[config.mk]
export PLATFORM = sky130hd
export DESIGN_NAME = stopwatch_ctrl
export DESIGN_NICKNAME = d
export VERILOG_FILES = /design/src/rtl/stopwatch_ctrl.sv
export SDC_FILE = /design/constraint.sdc
export NUM_CORES = 1
export LEC_CHECK = 0
export CAP_MARGIN = 20
export CORE_MARGIN = 2
export CORE_UTILIZATION = 35
export DETAILED_ROUTE_END_ITERATION = 10
export SLEW_MARGIN = 20
export SYNTH_ARGS = -nofsm -noshare
export SYNTH_HDL_FRONTEND = slang
export SYNTH_SLANG_ARGS = --single-unit
[constraint.sdc]
create_clock -name clk -period 5.28 [get_ports clk]
set_clock_uncertainty 0.2 [all_clocks]
set_input_delay 0.528 -clock clk [delete_from_list [all_inputs] [get_ports clk]]
set_output_delay 0.528 -clock clk [all_outputs]
set_load 0.005 [all_outputs]
[src/rtl/stopwatch_ctrl.sv]
// stopwatch_ctrl: run/pause/lap/clear control FSM, gated prescaler and BCD
// mm:ss time counter for the Basys3 stopwatch display path.
// Optional build macro STOPWATCH_SAT_EN: saturate at 59:59 and force STOP
// instead of rolling over to 00:00.
module stopwatch_ctrl #(
    parameter int CLK_HZ  = 100000000,
    parameter int TICK_HZ = 1
) (
    input  logic        clk,
    input  logic        rst,
    input  logic        btn_start_stop,
    input  logic        btn_lap,
    input  logic        btn_clear,
    output logic [15:0] disp_bcd,
    output logic        running,
    output logic        lap_active,
    output logic        tick,
    output logic        wrap
);
    localparam int DIV = CLK_HZ / TICK_HZ;
    localparam int PW  = (DIV > 1) ? $clog2(DIV) : 1;
    localparam logic [PW-1:0] PRE_LAST = PW'(DIV - 1);

    typedef enum logic [1:0] {IDLE, RUN, LAP, STOP} state_t;

    state_t        state_q, state_d;
    logic [2:0]    b_q, b_qq;          // {clear, start_stop, lap}
    logic          ev_clr, ev_ss, ev_lap;
    logic [PW-1:0] pre_q, pre_d;
    logic [15:0]   time_q, time_d;
    logic [15:0]   lap_q, lap_d;
    logic          sat_q, sat_d;
    logic          tick_d, wrap_d;
    logic [16:0]   inc;

    // BCD mm:ss increment with ripple carry; bit 16 flags the 59:59 rollover
    function automatic logic [16:0] bcd_inc(input logic [15:0] t);
        logic [3:0] so, st, mo, mt;
        logic       c;
        so = t[3:0];
        st = t[7:4];
        mo = t[11:8];
        mt = t[15:12];
        c  = 1'b0;
        if (so == 4'd9) begin
            so = 4'd0;
            if (st == 4'd5) begin
                st = 4'd0;
                if (mo == 4'd9) begin
                    mo = 4'd0;
                    if (mt == 4'd5) begin
                        mt = 4'd0;
                        c  = 1'b1;
                    end else begin
                        mt = mt + 4'd1;
                    end
                end else begin
                    mo = mo + 4'd1;
                end
            end else begin
                st = st + 4'd1;
            end
        end else begin
            so = so + 4'd1;
        end
        return {c, mt, mo, st, so};
    endfunction

    // Rising-edge detect on the two-stage button history
    assign ev_clr = b_q[2] & ~b_qq[2];
    assign ev_ss  = b_q[1] & ~b_qq[1];
    assign ev_lap = b_q[0] & ~b_qq[0];

    // Next state, prescaler and time counter; clear > start_stop > lap
    always_comb begin
        state_d = state_q;
        pre_d   = pre_q;
        time_d  = time_q;
        lap_d   = lap_q;
        sat_d   = sat_q;
        tick_d  = 1'b0;
        wrap_d  = 1'b0;
        inc     = bcd_inc(time_q);
        if (ev_clr) begin
            state_d = IDLE;
            pre_d   = '0;
            time_d  = '0;
            lap_d   = '0;
            sat_d   = 1'b0;
        end else begin
            case (state_q)
                IDLE: if (ev_ss) state_d = RUN;
                RUN: begin
                    if (ev_ss) begin
                        state_d = STOP;
                    end else if (ev_lap) begin
                        state_d = LAP;
                        lap_d   = time_q;
                    end
                end
                LAP: begin
                    if (ev_ss)       state_d = STOP;
                    else if (ev_lap) state_d = RUN;
                end
                STOP: if (ev_ss && !sat_q) state_d = RUN;
                default: state_d = IDLE;
            endcase
            // A pause landing on this edge freezes the prescaler, terminal count included
            if ((state_q == RUN || state_q == LAP) && state_d != STOP) begin
                if (pre_q == PRE_LAST) begin
                    pre_d = '0;
`ifdef STOPWATCH_SAT_EN
                    if (inc[16]) begin
                        wrap_d  = 1'b1;
                        sat_d   = 1'b1;
                        state_d = STOP;
                    end else begin
                        time_d = inc[15:0];
                        tick_d = 1'b1;
                    end
`else
                    time_d = inc[15:0];
                    tick_d = 1'b1;
                    wrap_d = inc[16];
`endif
                end else begin
                    pre_d = pre_q + 1'b1;
                end
            end
        end
    end

    // State, counters, button history and registered outputs
    always_ff @(posedge clk) begin
        if (rst) begin
            state_q    <= IDLE;
            b_q        <= '0;
            b_qq       <= '0;
            pre_q      <= '0;
            time_q     <= '0;
            lap_q      <= '0;
            sat_q      <= 1'b0;
            disp_bcd   <= '0;
            running    <= 1'b0;
            lap_active <= 1'b0;
            tick       <= 1'b0;
            wrap       <= 1'b0;
        end else begin
            state_q    <= state_d;
            b_q        <= {btn_clear, btn_start_stop, btn_lap};
            b_qq       <= b_q;
            pre_q      <= pre_d;
            time_q     <= time_d;
            lap_q      <= lap_d;
            sat_q      <= sat_d;
            disp_bcd   <= (state_d == LAP) ? lap_d : time_d;
            running    <= (state_d == RUN) || (state_d == LAP);
            lap_active <= (state_d == LAP);
            tick       <= tick_d;
            wrap       <= wrap_d;
        end
    end
endmodule

# --- Word-level counts from Yosys, hierarchy flattened ---
# Index checks and enable logic that the tools add are counted.
word_totals:
  ff_bits: 87
  input_bits: 5
  out_inout_bits: 20
  wordCells: 75
op_classes:
  addsub: 5
  eq_ne: 11
  n_mux: 29
  n_bitwise: 11
  reduce_logical: 8
op_table:
  columns: ["operator", "count"]
  rows:
  - ["$mux W16", 8]
  - ["$mux W4", 10]
  - ["$add A27 B1 Y27 const B", 1]
  - ["$eq A27 B27 Y1 const B", 1]
  - ["$mux W27", 1]
  - ["$add A4 B1 Y4 const B", 4]
  - ["$mux W2", 7]
  - ["$eq A4 B3 Y1 const B", 2]
  - ["$eq A4 B4 Y1 const B", 2]
  - ["$not A1 Y1", 8]
  - ["$reduce_or A7 Y1", 1]
  - ["$eq A2 B2 Y1 const B", 3]
  - ["$pmux W2 S3", 1]
  - ["$eq A2 B1 Y1 const B", 2]
  - ["$reduce_or A2 Y1", 2]
  - ["$and A1 B1 Y1", 3]
  - ["$reduce_or A3 Y1", 1]
  - ["$logic_not A2 Y1", 1]
  - ["$logic_or A1 B1 Y1", 2]
  - ["$mux W1", 2]
  - ["$ne A2 B2 Y1 const B", 1]
  - ["$logic_and A1 B1 Y1", 1]

# --- Longest topological paths before layout ---
# Gate-level depths: netlist of run 1.
depth:
  ltp_word: 11
  ltp_mapped: 16
  mapped_depth_nobuf: 11

# --- Least setup slack after synthesis of run 1 ---
# OpenSTA, ideal clock, no wires.
synth_timing:
  path_kind: "register to register"
  start: "register state_q[0]"
  end: "register disp_bcd[10]"
  setup_ns: 0.075
  arrival_ns: 3.544
  required_time_ns: 5.005
  path_slack_ns: 1.461
  path_stages_with_launch: 17
  n_path_buf: 5
  synth_period_minus_slack_ns: 3.819
  path_cell_list: "dfxtp_1 > inv_1 > ha_1 > clkbuf_1 > o21ai_0 > a32oi_1 > clkbuf_1 > buf_1 > nand2b_1 > nor2_1 > ha_1 > clkbuf_1 > nand2b_1 > clkbuf_1 > inv_1 > nand2_1 > o22ai_1"
synth_via:
  elab_cells_between_ends: 22
synth_rtl:
  columns: ["element", "line_no", "rtl"]
  rows:
  - ["start: declaration", "26", "state_t state_q, state_d;"]
  - ["start signal: assignment", "149", "state_q <= state_d;"]
  - ["$eq A2 B2 Y1 / $logic_not A2 Y1 (equally long branches)", "91", "case (state_q)"]
  - ["$reduce_or A2 Y1 (no source line)", null, null]
  - ["$pmux W2 S3 *", "91", null]
  - ["$mux W2 * (2 in series)", "84", "if (ev_clr) begin"]
  - ["net state_d[1]", "26", null]
  - ["$eq A2 B2 Y1 *", "156", "disp_bcd <= (state_d == LAP) ? lap_d : time_d;"]
  - ["$mux W16 *", "156", null]
  - ["end signal: assignment", "156", null]
  - ["end: declaration", "14", "output logic [15:0] disp_bcd,"]
# Mark *: on every way through the listed nets, which the timed path passes. The rest lies on a longest branch. The select of a mux whose other input is x is not followed.
# A chain may end at the register's enable or synchronous reset.

# --- Worst setup path after layout of run 1 ---
layout_timing:
  start: "register state_q[0]"
  end: "register disp_bcd[2]"
layout_via:
  elab_chain_len: 9
  elab_cells_between_ends: 22
layout_lines:
  columns: ["element", "line_no", "rtl"]
  rows:
  - ["$eq A2 B2 Y1, or another cell as far along", "91", null]
  - ["$reduce_or A2 Y1 (no source line), or another cell as far along", null, null]
  - ["$pmux W2 S3", "91", null]
  - ["$mux W2", "84", null]
  - ["$ne A2 B2 Y1", "109", "if ((state_q == RUN || state_q == LAP) && state_d != STOP) begin"]
  - ["$logic_and A1 B1 Y1", "109", null]
  - ["$mux W16", "109", null]
  - ["$mux W16", "84", null]
  - ["$mux W16 *", "156", null]
# Mark *: on every way between the ends. The rest lies on a longest branch, timed or not. The select of a mux whose other input is x is not followed.

==> results of run 1 <==
[path summary, 6_finish.rpt]
path | endpoint | slack [ns] | depth (start not counted)
hold / removal | b_qq[2]$_SDFF_PP0_ | 0.26 | 1
setup reg to reg | disp_bcd[2]$_SDFF_PP0_ | 1.23 | 12
hold reg to reg | b_qq[2]$_SDFF_PP0_ | 0.26 | 1
setup / recovery | disp_bcd[2]$_SDFF_PP0_ | 1.23 | 12
[cell families (layout without fill, tap and decap cells)]
logic type | after synthesis | after routing | synth area share
simple gates | 196 | 196 | 0.241
fa+ha+maj | 13 | 13 | 0.0399
compound gates | 75 | 75 | 0.136
xor+xnor | 25 | 25 | 0.0538
flops | 87 | 87 | 0.428
buf+inv | 42 | 59 | 0.0406
mux | 25 | 25 | 0.0614
[worst reg2reg max path, stage by stage, from the launching register on]
cell,delay [ns]
dfxtp_1,0.36
inv_1,0.10
ha_1,0.87
nor3_1,0.22
a311oi_4,0.24
buf_4,0.39
nand2b_1,0.11
ha_1,0.20
buf_4,0.20
nand2b_1,0.35
inv_1,0.25
nor4b_1,0.34
a311oi_1,0.08
[state kept, by name, summed over array words and instances, names as in the netlist]
register	cells
wrap	1
b_qq	3
lap_active	1
pre_q	27
b_q	3
disp_bcd	16
running	1
state_q	2
tick	1
time_q	16
lap_q	16
[final cells by class]
class / count / area share
sequential: 87 / 0.367
clock buffer: 10 / 0.0503
multi-input combinational: 334 / 0.460
inverter: 14 / 0.0111
clock inverter: 6 / 0.0158
tap: 143 / 0.0377
timing repair buffer: 29 / 0.0585
[routing by layer]
metal	vias up	wire, microns	track usage
li1	1649	-	-
met1	1542	4180	0.178
met2	46	4100	0.238
met3	11	243	0.0376
met4	0	142	0.0535
met5	-	0	0
[synth_stat cells, types with 2 or more instances]
master | n | area [sq um]
a2111oi_4 | 2 | 55.1
clkbuf_1 | 23 | 86.3
xnor2_1 | 24 | 210
o22ai_1 | 3 | 18.8
nand3_1 | 19 | 95.1
nand4b_1 | 3 | 26.3
and2_1 | 2 | 12.5
buf_1 | 4 | 15.0
o21ai_0 | 9 | 45.0
a221oi_1 | 3 | 26.3
or3_1 | 5 | 31.3
ha_1 | 13 | 163
or4_4 | 2 | 22.5
a2111oi_0 | 10 | 87.6
nand4_1 | 11 | 68.8
or2_2 | 3 | 18.8
o211ai_1 | 4 | 30.0
nand3b_1 | 3 | 22.5
inv_1 | 14 | 52.6
nor2b_1 | 8 | 50.1
a211oi_1 | 4 | 30.0
a31oi_1 | 4 | 25.0
nor4_4 | 2 | 42.5
a211o_1 | 3 | 26.3
a21oi_1 | 23 | 115
nor3_1 | 7 | 35.0
and3b_1 | 3 | 26.3
mux2i_1 | 25 | 250
dfxtp_1 | 87 | 1740
nand2_1 | 37 | 139
nor2_1 | 78 | 293
and3_1 | 2 | 12.5
o31ai_1 | 2 | 15.0
nand2b_1 | 7 | 43.8
[metrics by stage]
step,hold slack [ns],utilization
global route,0.283,0.418
finish,0.261,0.418
detailed placement,0.244,0.390
floorplan,0.230,-
CTS,0.263,0.418
global placement,0.248,0.390
[where the power goes]
| part | leakage (nW) | total, W | internal (W) | switching [W] |
|---|---|---|---|---|
| clock | 0.152 | 0.000665 | 0.000387 | 0.000278 |
| sequential | 0.702 | 0.000664 | 0.000661 | 0.00000283 |
| combinational | 0.793 | 0.0000712 | 0.0000223 | 0.0000489 |
==> run metrics, run 1 <==
status complete, no violations; post_cts resized 0; core area 11,400 sq um; Finished Cell Area 4750 sq um; die footprint 12,500 sq um; Fin Setup TNS 0 ns; fraction of layout cells with a size suffix above 1 0.0729; hold buffer count at cts 0; Ys Warns 0; Worst VDD drop 243 uV; ys flop type dfxtp_1; crit path kind reg2reg; Netlist cell types 48; total power 0.00140 W; ys async rst share 0; worst flop-to-flop path startpoint state_q[0]$_SDFF_PP0_; HPWL Detailed 5860 microns; gr usage total 0.143; CP Max Fanout 36; Placement Cell Area 4440 sq um; Area growth syn-to-layout 16.6%; # DRC 0; Vias/cell 5.21; post-route antenna net violation count 0; final number of hold-violating endpoints 0; final setup fails 0; Post-CTS Setup Bufs 0; vias in the first global route 3,103; Rows 39; min-delay src b_q[2]$_SDFF_PP0_; clk root buf clkbuf_16; largest net degree at the start of global routing 43; FILL cells 1,107; Critical Path End Type flop; crit path from state_q[0]$_SDFF_PP0_; final count of pins violating max slew 0; Post-synth EDFFs 0; register area share after synthesis 0.428; Leak 1.65 nW; multi-input gate area in the final layout 2180 sq um; total gr overflow 0; most frequent cells in the layout dfxtp_1 (87), nor2_1 (78), nand2_1 (37); most common cell after layout, fill and taps aside dfxtp_1; H-tree Lvls 3; synthesized instance count 463; required time of the critical path 5.29 ns; CP max-delay cell ha_1; post-synthesis sequential element count 87; antenna violations before repair 0; final worst setup slack 1.23 ns; Die Wd 112 microns; CP Buf/Inv Count 4; CP Launch Type flop; fin crit share 0.766; CP top delay family adder cells; Skew-Pair Late Insertion Delay 0.34 ns; mean area per synthesized cell 8.80 sq um; Synthesized Nets 481; post-place setup slack 1.28 ns; Cell Count, Final, Fillers Out 623; Cell Pwr Density 295 nW/um^2; Num CTS Buffers 9; initial DRC count 152; Top Ports 25; Final Critical Period 4.05 ns; RSZ-0062 raised after global routing no; initial core utilization 0.358; Clock transition at path regs 0.07 ns; via count 3,248; first-pass GRT wire length 14,700 microns; clk buf depth 2; drt pass-1 iters 4; reported max-cap violation count 0; routed wire length 8670 microns; CP peak stage delay 0.87 ns; Crit path arrival time 4.06 ns; Seq. cell area 1740 sq um; n_diodes 0; port buffer count 24; Worst slew margin 0.392; Placed Cells incl. Taps 607; RD Place Congestion 0.812; DR WL/cell 13.9 microns; die height 112 microns; type of the tightest min-delay check reg2reg; Final nets 493; max frequency 247 MHz; mapped cell area 4070 sq um; CP cell instances inv_1 > ha_1 > nor3_1 > a311oi_4 > buf_4 > nand2b_1 > ha_1 > buf_4 > nand2b_1 > inv_1 > nor4b_1 > a311oi_1; worst slew pin tran 0.905 ns; clk sinks 87; CTS tree yes
(Power assumes the default switching activity.)
==> run 2, diff against run 1 <==
clock period = 4.1 ns   (was 5.28 ns; I/O delays follow)
==> run metrics, run 2 (same netlist as run 1, synthesis figures left out) <==
first-pass GRT wire length 15,300 microns; Final nets 495; Clock transition at path regs 0.07 ns; Worst VDD drop 209 uV; Hold Crit Endpoint b_qq[2]$_SDFF_PP0_; routed wire length 8920 microns; RSZ-0062 raised after global routing no; CP max-delay cell dfxtp_1; GRT met1 Usage 0.192; vias in the first global route 3,137; die footprint 12,500 sq um; GR peak layer met2; CP cell instances inv_1 > ha_1 > buf_4 > nor3_1 > nand2b_1 > nor2_1 > ha_1 > buf_4 > nand2b_1 > inv_1 > nor4b_1 > a311oi_1; post-route antenna net violation count 0; RD Place Congestion 0.812; Skew-Pair Late Insertion Delay 0.34 ns; CTS tree yes; post-layout util 0.416; clk root buf clkbuf_16; reported max-cap violation count 0; core area 11,400 sq um; post_cts resized 0; die height 112 microns; final number of hold-violating endpoints 0; Register-to-Register Path Depth 12; antenna violations before repair 0; Critical Path End Type flop; status complete, no violations; r2r setup slk 0.78 ns; hold-critical path depth 1; Final Critical Period 3.32 ns; Post-CTS Setup Bufs 0; largest net degree at the start of global routing 43; most common cell after layout, fill and taps aside dfxtp_1; min-delay src b_q[2]$_SDFF_PP0_; hold buffer count at cts 0; Fin Setup TNS 0 ns; # DRC 0; crit path kind reg2reg; n_diodes 0; clk sinks 87; final setup fails 0; Crit path arrival time 3.32 ns; gr usage total 0.150; clk buf depth 2; Top Ports 25; Vias/cell 5.23; Cell Pwr Density 366 nW/um^2; fraction of layout cells with a size suffix above 1 0.0768; CP Max Fanout 27; CP peak stage delay 0.36 ns; total gr overflow 0; Largest register FFs 27; H-tree Lvls 3; via count 3,267; met2 global-route usage 0.239; final count of pins violating max slew 0; M3 GR Usage 0.0408; initial core utilization 0.358; most frequent cells in the layout dfxtp_1 (87), nor2_1 (78), nand2_1 (37); drt pass-1 iters 4; DR WL/cell 14.3 microns; port buffer count 24; Num CTS Buffers 9; worst flop-to-flop path startpoint state_q[0]$_SDFF_PP0_; Rows 39; CP Launch Type flop; required time of the critical path 4.11 ns; type of the tightest min-delay check reg2reg; HPWL Detailed 5950 microns; max frequency 301 MHz; fin crit share 0.809; Biggest register pre_q; Worst slew margin 0.420; worst slew pin tran 0.868 ns; Area growth syn-to-layout 16.2%; Die Wd 112 microns; initial DRC count 127; Leak 1.64 nW; Reg-to-Reg End disp_bcd[2]$_SDFF_PP0_
run 2: cell types whose count changed in the layout (fill, tap and decap cells not counted):
cell,previous run,this run
bufinv_16,1,0
buf_4,5,7
clkinv_2,0,2
inv_8,1,0
run 2: power by group:
group          switching, W  internal (W)  leakage (nW)
Combinational     0.0000650     0.0000292         0.803
Sequential       0.00000347      0.000852         0.702
Clock              0.000352      0.000430         0.139
run 2: cell type report:
type / instances / area, sq um
Fill cell: 1116 / 6640
Multi-Input combinational cell: 334 / 2180
Sequential cell: 87 / 1740
Timing Repair Buffer: 31 / 293
Clock buffer: 10 / 239
Tap cell: 143 / 179
Inverter: 14 / 52.6
Clock inverter: 6 / 43.8
run 2: metal layers:
metal,share of wire,vias up
li1,-,1646
met5,0,-
met3,0.041,15
met1,0.46,1539
met2,0.47,67
met4,0.023,0
run 2: how the worst max path moves through the flow:
| stage | start | endpoint | slack [ns] |
|---|---|---|---|
| global placement | state_q[0]$_SDFF_PP0_ | disp_bcd[15]$_SDFF_PP0_ | 0.94 |
| detailed placement | state_q[0]$_SDFF_PP0_ | disp_bcd[2]$_SDFF_PP0_ | 0.80 |
| global route | state_q[0]$_SDFF_PP0_ | pre_q[26]$_SDFFE_PP0N_ | 0.56 |
| floorplan | state_q[0]$_SDFF_PP0_ | disp_bcd[10]$_SDFF_PP0_ | 0.28 |
| CTS | state_q[0]$_SDFF_PP0_ | disp_bcd[2]$_SDFF_PP0_ | 0.79 |
| finish | state_q[0]$_SDFF_PP0_ | disp_bcd[2]$_SDFF_PP0_ | 0.78 |
run 2: critical path: cells and delay by family, from the launching register on:
kind | cells | cell delay [ns]
and+or+nand+nor | 5 | 1.26
DFF | 1 | 0.36
AOI/OAI and AO/OA | 1 | 0.08
adders and majority gates | 2 | 0.50
buffers and inverters | 4 | 0.77
run 2: metrics by stage:
stage | setup WS [ns] | cell area [sq um] | hold slack [ns] | std cells | power, W
2_1_floorplan | 0.281 | 4070 | 0.230 | 463 | 0.000939
3_5_place_dp | 0.805 | 4450 | 0.253 | 609 | 0.000968
4_1_cts | 0.792 | 4730 | 0.265 | 625 | 0.00174
6_report | 0.783 | 4730 | 0.264 | 625 | 0.00173
3_3_place_gp | 0.936 | 4450 | 0.249 | 609 | 0.000966
5_1_grt | 0.557 | 4730 | 0.281 | 625 | 0.00179
